$ cat config.mk
export PLATFORM = sky130hd
export DESIGN_NAME = pwm_capture
export DESIGN_NICKNAME = d
export VERILOG_FILES = /design/src/rtl/pwm_pkg.sv /design/src/rtl/pwm_edge_det.sv /design/src/rtl/pwm_capture.sv
export SDC_FILE = /design/constraint.sdc
export NUM_CORES = 1
export LEC_CHECK = 0
export CAP_MARGIN = 20
export CORE_ASPECT_RATIO = 1.75
export CORE_MARGIN = 4
export CORE_UTILIZATION = 50
export CTS_CLUSTER_SIZE = 12
export DETAILED_ROUTE_END_ITERATION = 10
export GPL_ROUTABILITY_DRIVEN = 0
export HOLD_SLACK_MARGIN = 0.08
export PLACE_DENSITY = 0.71
export SLEW_MARGIN = 10
export SYNTH_ARGS = -nofsm -noshare
export SYNTH_HDL_FRONTEND = slang
export SYNTH_HIERARCHICAL = 1
export SYNTH_SLANG_ARGS = --single-unit
$ cat constraint.sdc
create_clock -name clock -period 3.1 [get_ports clock]
set_clock_uncertainty 0.1 [all_clocks]
set_input_delay 0.465 -clock clock [delete_from_list [all_inputs] [get_ports clock]]
set_output_delay 0.465 -clock clock [all_outputs]
set_load 0.005 [all_outputs]
$ cat src/rtl/pwm_pkg.sv
// Shared types and helpers for the PWM capture block.
// State encoding, default width and the count-to-generator-encoding helper.
package pwm_pkg;

    localparam int W_DEF = 8;

    typedef enum logic [1:0] {
        IDLE = 2'd0,
        HIGH = 2'd1,
        LOW  = 2'd2
    } state_t;

    // The generator encodes a span of n cycles as n-1.
    function automatic logic [31:0] to_enc(input logic [31:0] n);
        return n - 32'd1;
    endfunction

endpackage

$ cat src/rtl/pwm_edge_det.sv
// Sample stage and edge detection for the captured PWM waveform.
// Define PWM_CAPTURE_SYNC_EN to add a two-flop synchronizer ahead of the sample.
module pwm_edge_det (
    input  logic clock,
    input  logic reset,
    input  logic pwm,
    output logic s,
    output logic rise,
    output logic fall
);

    logic din;
    logic prev;

`ifdef PWM_CAPTURE_SYNC_EN
    logic [1:0] sync;

    // Two-flop synchronizer for an asynchronous pwm source.
    always_ff @(posedge clock) begin
        if (!reset) begin
            sync <= 2'b00;
        end else begin
            sync <= {sync[0], pwm};
        end
    end

    assign din = sync[1];
`else
    assign din = pwm;
`endif

    // Sample register and its one-cycle delayed copy.
    always_ff @(posedge clock) begin
        if (!reset) begin
            s    <= 1'b0;
            prev <= 1'b0;
        end else begin
            s    <= din;
            prev <= s;
        end
    end

    assign rise = s & ~prev;
    assign fall = ~s & prev;

endmodule

$ cat src/rtl/pwm_capture.sv
// Recovers period and duty of a PWM waveform in the generator's own encoding.
// Optional build macro: PWM_CAPTURE_SYNC_EN (input synchronizer in pwm_edge_det).
module pwm_capture
    import pwm_pkg::*;
#(
    parameter int W = W_DEF
) (
    input  logic         clock,
    input  logic         reset,
    input  logic         io_en,
    input  logic         io_pwm,
    output logic [W-1:0] io_T,
    output logic [W-1:0] io_duty,
    output logic         io_valid,
    output logic         io_stuck,
    output logic         io_level
);

    localparam int          CMAX    = (1 << W) + 1;
    localparam logic [W:0]  CNT_MAX = CMAX[W:0];
    localparam logic [W:0]  CNT_ONE = {{W{1'b0}}, 1'b1};

    state_t         state, state_n;
    logic [W:0]     cnt, cnt_n, cnt_inc;
    logic [W-1:0]   lat, lat_n;
    logic [W-1:0]   t_n, duty_n;
    logic           valid_n, stuck_n;
    logic           s, rise, fall, timeout;

    pwm_edge_det u_edge (
        .clock (clock),
        .reset (reset),
        .pwm   (io_pwm),
        .s     (s),
        .rise  (rise),
        .fall  (fall)
    );

    assign io_level = s;
    assign timeout  = (cnt == CNT_MAX);
    assign cnt_inc  = timeout ? cnt : cnt + 1'b1;

    // FSM state register.
    always_ff @(posedge clock) begin
        if (!reset) begin
            state <= IDLE;
        end else begin
            state <= state_n;
        end
    end

    // Next state, counter and result updates; an edge beats a timeout.
    always_comb begin
        state_n = state;
        cnt_n   = cnt;
        lat_n   = lat;
        t_n     = io_T;
        duty_n  = io_duty;
        valid_n = 1'b0;
        stuck_n = io_stuck;
        if (!io_en) begin
            state_n = IDLE;
            cnt_n   = '0;
        end else begin
            case (state)
                IDLE: begin
                    if (rise) begin
                        cnt_n   = CNT_ONE;
                        stuck_n = 1'b0;
                        state_n = HIGH;
                    end
                end
                HIGH: begin
                    if (fall) begin
                        lat_n   = W'(to_enc(32'(cnt)));
                        cnt_n   = cnt_inc;
                        state_n = LOW;
                    end else if (timeout) begin
                        cnt_n   = '0;
                        stuck_n = 1'b1;
                        state_n = IDLE;
                    end else begin
                        cnt_n = cnt_inc;
                    end
                end
                LOW: begin
                    if (rise) begin
                        t_n     = W'(to_enc(32'(cnt)));
                        duty_n  = lat;
                        valid_n = 1'b1;
                        stuck_n = 1'b0;
                        cnt_n   = CNT_ONE;
                        state_n = HIGH;
                    end else if (timeout) begin
                        cnt_n   = '0;
                        stuck_n = 1'b1;
                        state_n = IDLE;
                    end else begin
                        cnt_n = cnt_inc;
                    end
                end
                default: begin
                    state_n = IDLE;
                    cnt_n   = '0;
                end
            endcase
        end
    end

    // Counter, latched duty and output registers.
    always_ff @(posedge clock) begin
        if (!reset) begin
            cnt      <= '0;
            lat      <= '0;
            io_T     <= '0;
            io_duty  <= '0;
            io_valid <= 1'b0;
            io_stuck <= 1'b0;
        end else begin
            cnt      <= cnt_n;
            lat      <= lat_n;
            io_T     <= t_n;
            io_duty  <= duty_n;
            io_valid <= valid_n;
            io_stuck <= stuck_n;
        end
    end

endmodule

Yosys cells after proc, flatten, opt, wreduce, memory -nomap -nowiden
Index checks and enable logic that the tools add are counted.

Bits in latches: 0. ROM bits: 0. RAM bits: 0. Output and inout bits: 19. Register bits: 39. Memories kept: 0.

Eq/ne operators: 5. Muxes and demuxes: 17. Div/mod/pow operators: 0. $lt $le $gt $ge: 0. Bitwise gates (word level): 4. $add $sub $neg: 2. $mul: 0. Reduce and logical (&&, ||, !) cells: 7. Shift operators: 0.

Operators with widths (number): 2-to-1 mux 9 bit (5); case mux 9 bit (3 select lines) (1); adder 9 x 1 -> 9 bit (second input constant) (1); == test 9 bit (second input constant) (1); AND reduction 3 bit (3); 2-to-1 mux 2 bit (4); subtractor 8 x 1 -> 8 bit (second input constant) (1); case mux 2 bit (3 select lines) (1); 2-to-1 mux 1 bit (5); != test 2 bit (second input constant) (2); AND reduction 4 bit (1); case mux 1 bit (3 select lines) (1); nonzero test 3 bit (1); bitwise AND 1 bit (2); == test 2 x 1 -> 1 bit (second input constant) (1); == test 2 bit (second input constant) (1); logical NOT 2 bit (1); NOT 1 bit (2); AND reduction 2 bit (1).

Depth between registers and ports, before layout
Depth in word-level cells: 5. Depth in mapped cells: 10. Gate-level depth less buffers: 10.

Modules after synthesis
The synthesis kept the hierarchy.

By module, submodules not included: pwm_capture (area an instance 1806.7 µm², cells an instance 204, times used 1); pwm_edge_det (area an instance 65.1 µm², cells an instance 6, times used 1).

Worst setup path before layout
OpenSTA, ideal clock, no wires.

Kind: reg2reg. Start point: register cnt[1]. End point: register cnt[0]. Data arrival time: 1822 ps. Setup time: 123 ps. Period minus slack after synthesis: 2045 ps. Path slack: 1055 ps. Required time: 2877 ps. Buffers on the path: 0. Stages on the path, launching flop included: 10. Path through: dfxtp_1 > inv_1 > ha_1 > or4bb_1 > nor2_1 > inv_1 > ha_1 > o211ai_1 > a22oi_1 > nor2_1.

Longest elaborated chain between the ends: 5. Elaborated cells on any way between the ends: 6. Those cells by class: eq/ne: 1; mux: 5.

RTL lines: start, declared (line pwm_capture.sv:24) `logic [W:0] cnt, cnt_n, cnt_inc;`; start signal, assigned (line pwm_capture.sv:120) `cnt <= cnt_n;`; == test 9 bit (*) (line pwm_capture.sv:40) `assign timeout = (cnt == CNT_MAX);`; 2-to-1 mux 9 bit (line pwm_capture.sv:41) `assign cnt_inc = timeout ? cnt : cnt + 1'b1;`; 2-to-1 mux 9 bit (line pwm_capture.sv:78, pwm_capture.sv:94); 2-to-1 mux 9 bit, on equally long branches (line pwm_capture.sv:87, pwm_capture.sv:74); case mux 9 bit (3 select lines) (*) (line pwm_capture.sv:65) `case (state)`.

Every way passes the cells marked *; elsewhere a longest branch is shown, timed or not. A chain may end at the register's enable or synchronous reset.

Final worst setup path
Start point: register cnt[0]. End point: register cnt[0].

Longest elaborated chain between the ends: 5. Elaborated cells on any way between the ends: 7. Those cells by class: add/sub: 1; eq/ne: 1; mux: 5.

RTL lines (line): adder 9 x 1 -> 9 bit / == test 9 bit (equally long branches) (pwm_capture.sv:41, pwm_capture.sv:40); 2-to-1 mux 9 bit (pwm_capture.sv:41); 2-to-1 mux 9 bit (pwm_capture.sv:78, pwm_capture.sv:94); 2-to-1 mux 9 bit, on equally long branches (pwm_capture.sv:87, pwm_capture.sv:74); case mux 9 bit (3 select lines) (*) (pwm_capture.sv:65).

Marked as above.

==> results.json <==
{
  "grtUsageTotal_pct": 17.9,
  "ys_types": 40,
  "critical_path_class": "reg2reg",
  "drive_above_1_share_pct": 7.83,
  "drt_pre_antenna_iters": 4,
  "cp.buffers_inverters": 1,
  "dp_slack_ns": 0.753,
  "max-vdd-ir-drop_mv": 0.293,
  "grt_antenna_before_repair": 0,
  "grt_remaining_overflow": 0,
  "slowest_stage": "dfxtp_1",
  "io_pins": 23,
  "finalCriticalPeriod_ns": 2.38,
  "worstHoldPathType": "reg2reg",
  "clk_pin_slew_ns": 0.07,
  "maxCapViolations": 0,
  "fmax_mhz": 420,
  "netlist_instances": 210,
  "yosysSeqAreaShare_pct": 41.7,
  "multi_input_area_sq_mm": 0.00101,
  "cts_setup_buffers": 0,
  "die_x_um": 54.3,
  "rsz0062_at_grt": "no",
  "cts_buffer_depth": 2,
  "ant_nets": 0,
  "drtIter0Drc": 31,
  "cts_buffers": 5,
  "synth_seq_cells": 39,
  "synth_area_sq_mm": 0.00187,
  "grt_pass1_vias": 1515,
  "r2r_cells": 8,
  "crit_arrival_ns": 2.45,
  "htreeDepth": 2,
  "slew_viol_final": 0,
  "hpwl_mm": 2.93,
  "drc": 0,
  "avgSynthCellArea_sq_um": 8.91,
  "stdcell_count": 276,
  "max_slew_margin_pct": 53.9,
  "seqCellArea_sq_um": 781,
  "setup_viol": 0,
  "period_share_pct": 76.8,
  "worst_pin_slew_ns": 0.692,
  "yosysTopAreaCellShare_pct": 41.7,
  "fin_ws_ns": 0.720,
  "num_vias": 1561,
  "ys_top_cells_by_area": "dfxtp_1 (42%), o211a_1 (8.6%), nand2_1 (8.0%)",
  "yosysTopAreaCell": "dfxtp_1",
  "cts_sinks": 39,
  "pwr_density_cell_mw_per_mm2": 445,
  "status": "finished clean",
  "area_delta_synth_final_pct": 19.3,
  "placedCellCount": 268,
  "hold_viol_final": 0,
  "cts_root_buffer": "clkbuf_8",
  "std_cell_rows": 29,
  "required_ns": 3.17,
  "fin_nets": 241,
  "grt_max_degree": 27,
  "cp-start-kind": "flip-flop",
  "crit_chain": "ha_1 > or4bb_1 > nor2_1 > inv_1 > ha_1 > o211ai_1 > a22oi_1 > nor2_1",
  "cts_tree": "done",
  "hold_depth": 2,
  "slowest_delay_ns": 0.50,
  "p_leak_nw": 1.00,
  "finalSetupTns_ns": 0,
  "diodes": 0,
  "ctsResizeCount": 0,
  "synthesis.nets": 222,
  "cts_hold_buf": 0,
  "crit_family": "simple AND/OR/NAND/NOR gates",
  "synthArstFlopShare_pct": 0,
  "grt_pass1_wl_mm": 6.42,
  "ys_warn_count": 6,
  "insertion_delay_ns": 0.28,
  "wl_mm": 3.85,
  "fillers": 336,
  "cp_max_fo": 10,
  "place.port_buffers": 22,
  "die_area_sq_mm": 0.00482,
  "end_kind": "flip-flop",
  "via_per_inst": 5.66,
  "cp.depth": 8,
  "synth_ff_type": "dfxtp_1",
  "die_h_um": 88.9,
  "synth_edf_count": 0,
  "coreArea_sq_mm": 0.00363,
  "start_util_pct": 51.6,
  "routedWlPerCell_um": 14.0
}
## layout make-up
cell class              instances  share of cell area [%]
well taps                      46                    2.58
multi-input cells             152                    45.3
inverters                       6                    1.01
flip-flops and latches         39                    35.0
repair buffers                 25                    10.9
clock buffers                   6                    3.70
clock inverters                 2                    1.57
## cells in the final DEF (no fill, tap or decap), types with 2 or more instances in the layout
cell type	n
and3_1	4
nand4_1	2
a31oi_1	3
a21oi_1	4
a22oi_1	2
nor3_1	2
nor3b_1	2
a21boi_0	8
clkbuf_8	6
a211oi_1	2
dfxtp_1	39
nor2b_1	5
clkdlybuf4s50_1	22
xnor2_1	6
nand3_1	4
ha_1	8
inv_1	6
and2_1	4
buf_4	3
a32o_1	2
nor2_1	11
o21ai_0	8
nand2_1	40
a41oi_1	3
nor4b_1	2
o211a_1	16
## tightest hold or removal path, stage by stage (launching register included)
cell      delay, ns
dfxtp_1        0.31
nand2_1        0.05
a21boi_0       0.06
## where the power goes
group	internal, W	total [W]	switching, W
Sequential	0.000504	0.000507	0.00000330
Combinational	0.0000240	0.0000577	0.0000337
Clock	0.000260	0.000428	0.000168
Total	0.000788	0.000993	0.000205
## synth_stat cells, types with 5 or more instances
cell,number
nor2_1,11
o211a_1,16
nor2b_1,5
a21boi_0,8
ha_1,8
inv_1,6
o21ai_0,8
xnor2_1,6
clkbuf_1,11
dfxtp_1,39
nand2_1,40
## routing by layer
layer | wire, um | part of all wire, % | GRT usage (%)
met1 | 1600 | 41 | 19.3
met2 | 2070 | 54 | 31.6
met3 | 95 | 2.5 | 3.01
met4 | 88 | 2.3 | 10.2
met5 | 0 | 0 | 0
## registers in the layout, summed over array words and instances (netlist names)
signal	count
cnt	9
io_T	8
io_duty	8
io_stuck	1
io_valid	1
lat	8
state	2
u_edge/prev	1
u_edge/s	1
## final timing paths
kind                      to  startpoint  slack (ns)
setup / recovery      cnt[0]      cnt[0]        0.72
hold / removal    io_duty[6]  io_duty[6]        0.37
setup reg to reg      cnt[0]      cnt[0]        0.72
hold reg to reg   io_duty[6]  io_duty[6]        0.37
## cells by family after synthesis
kind of cell / count (synthesis) / share of synthesized area (%)
simple gates: 82 / 21.5
compound gates: 55 / 23.9
flops: 39 / 41.7
buf+inv: 19 / 4.28
fa+ha+maj: 8 / 5.35
xor+xnor: 7 / 3.28
## metrics by stage
step / util, % / power [W] / cell area (sq um) / hold WS, ns
after floorplan: - / 0.000558 / 1870 / 0.341
after global placement: 58.3 / 0.000574 / 2110 / 0.351
after detailed placement: 58.3 / 0.000576 / 2110 / 0.361
after CTS: 61.5 / 0.00101 / 2230 / 0.372
after global routing: 61.5 / 0.00103 / 2230 / 0.386
final: 61.5 / 0.000993 / 2230 / 0.368
Note: power is estimated with default switching activity, not from simulation.
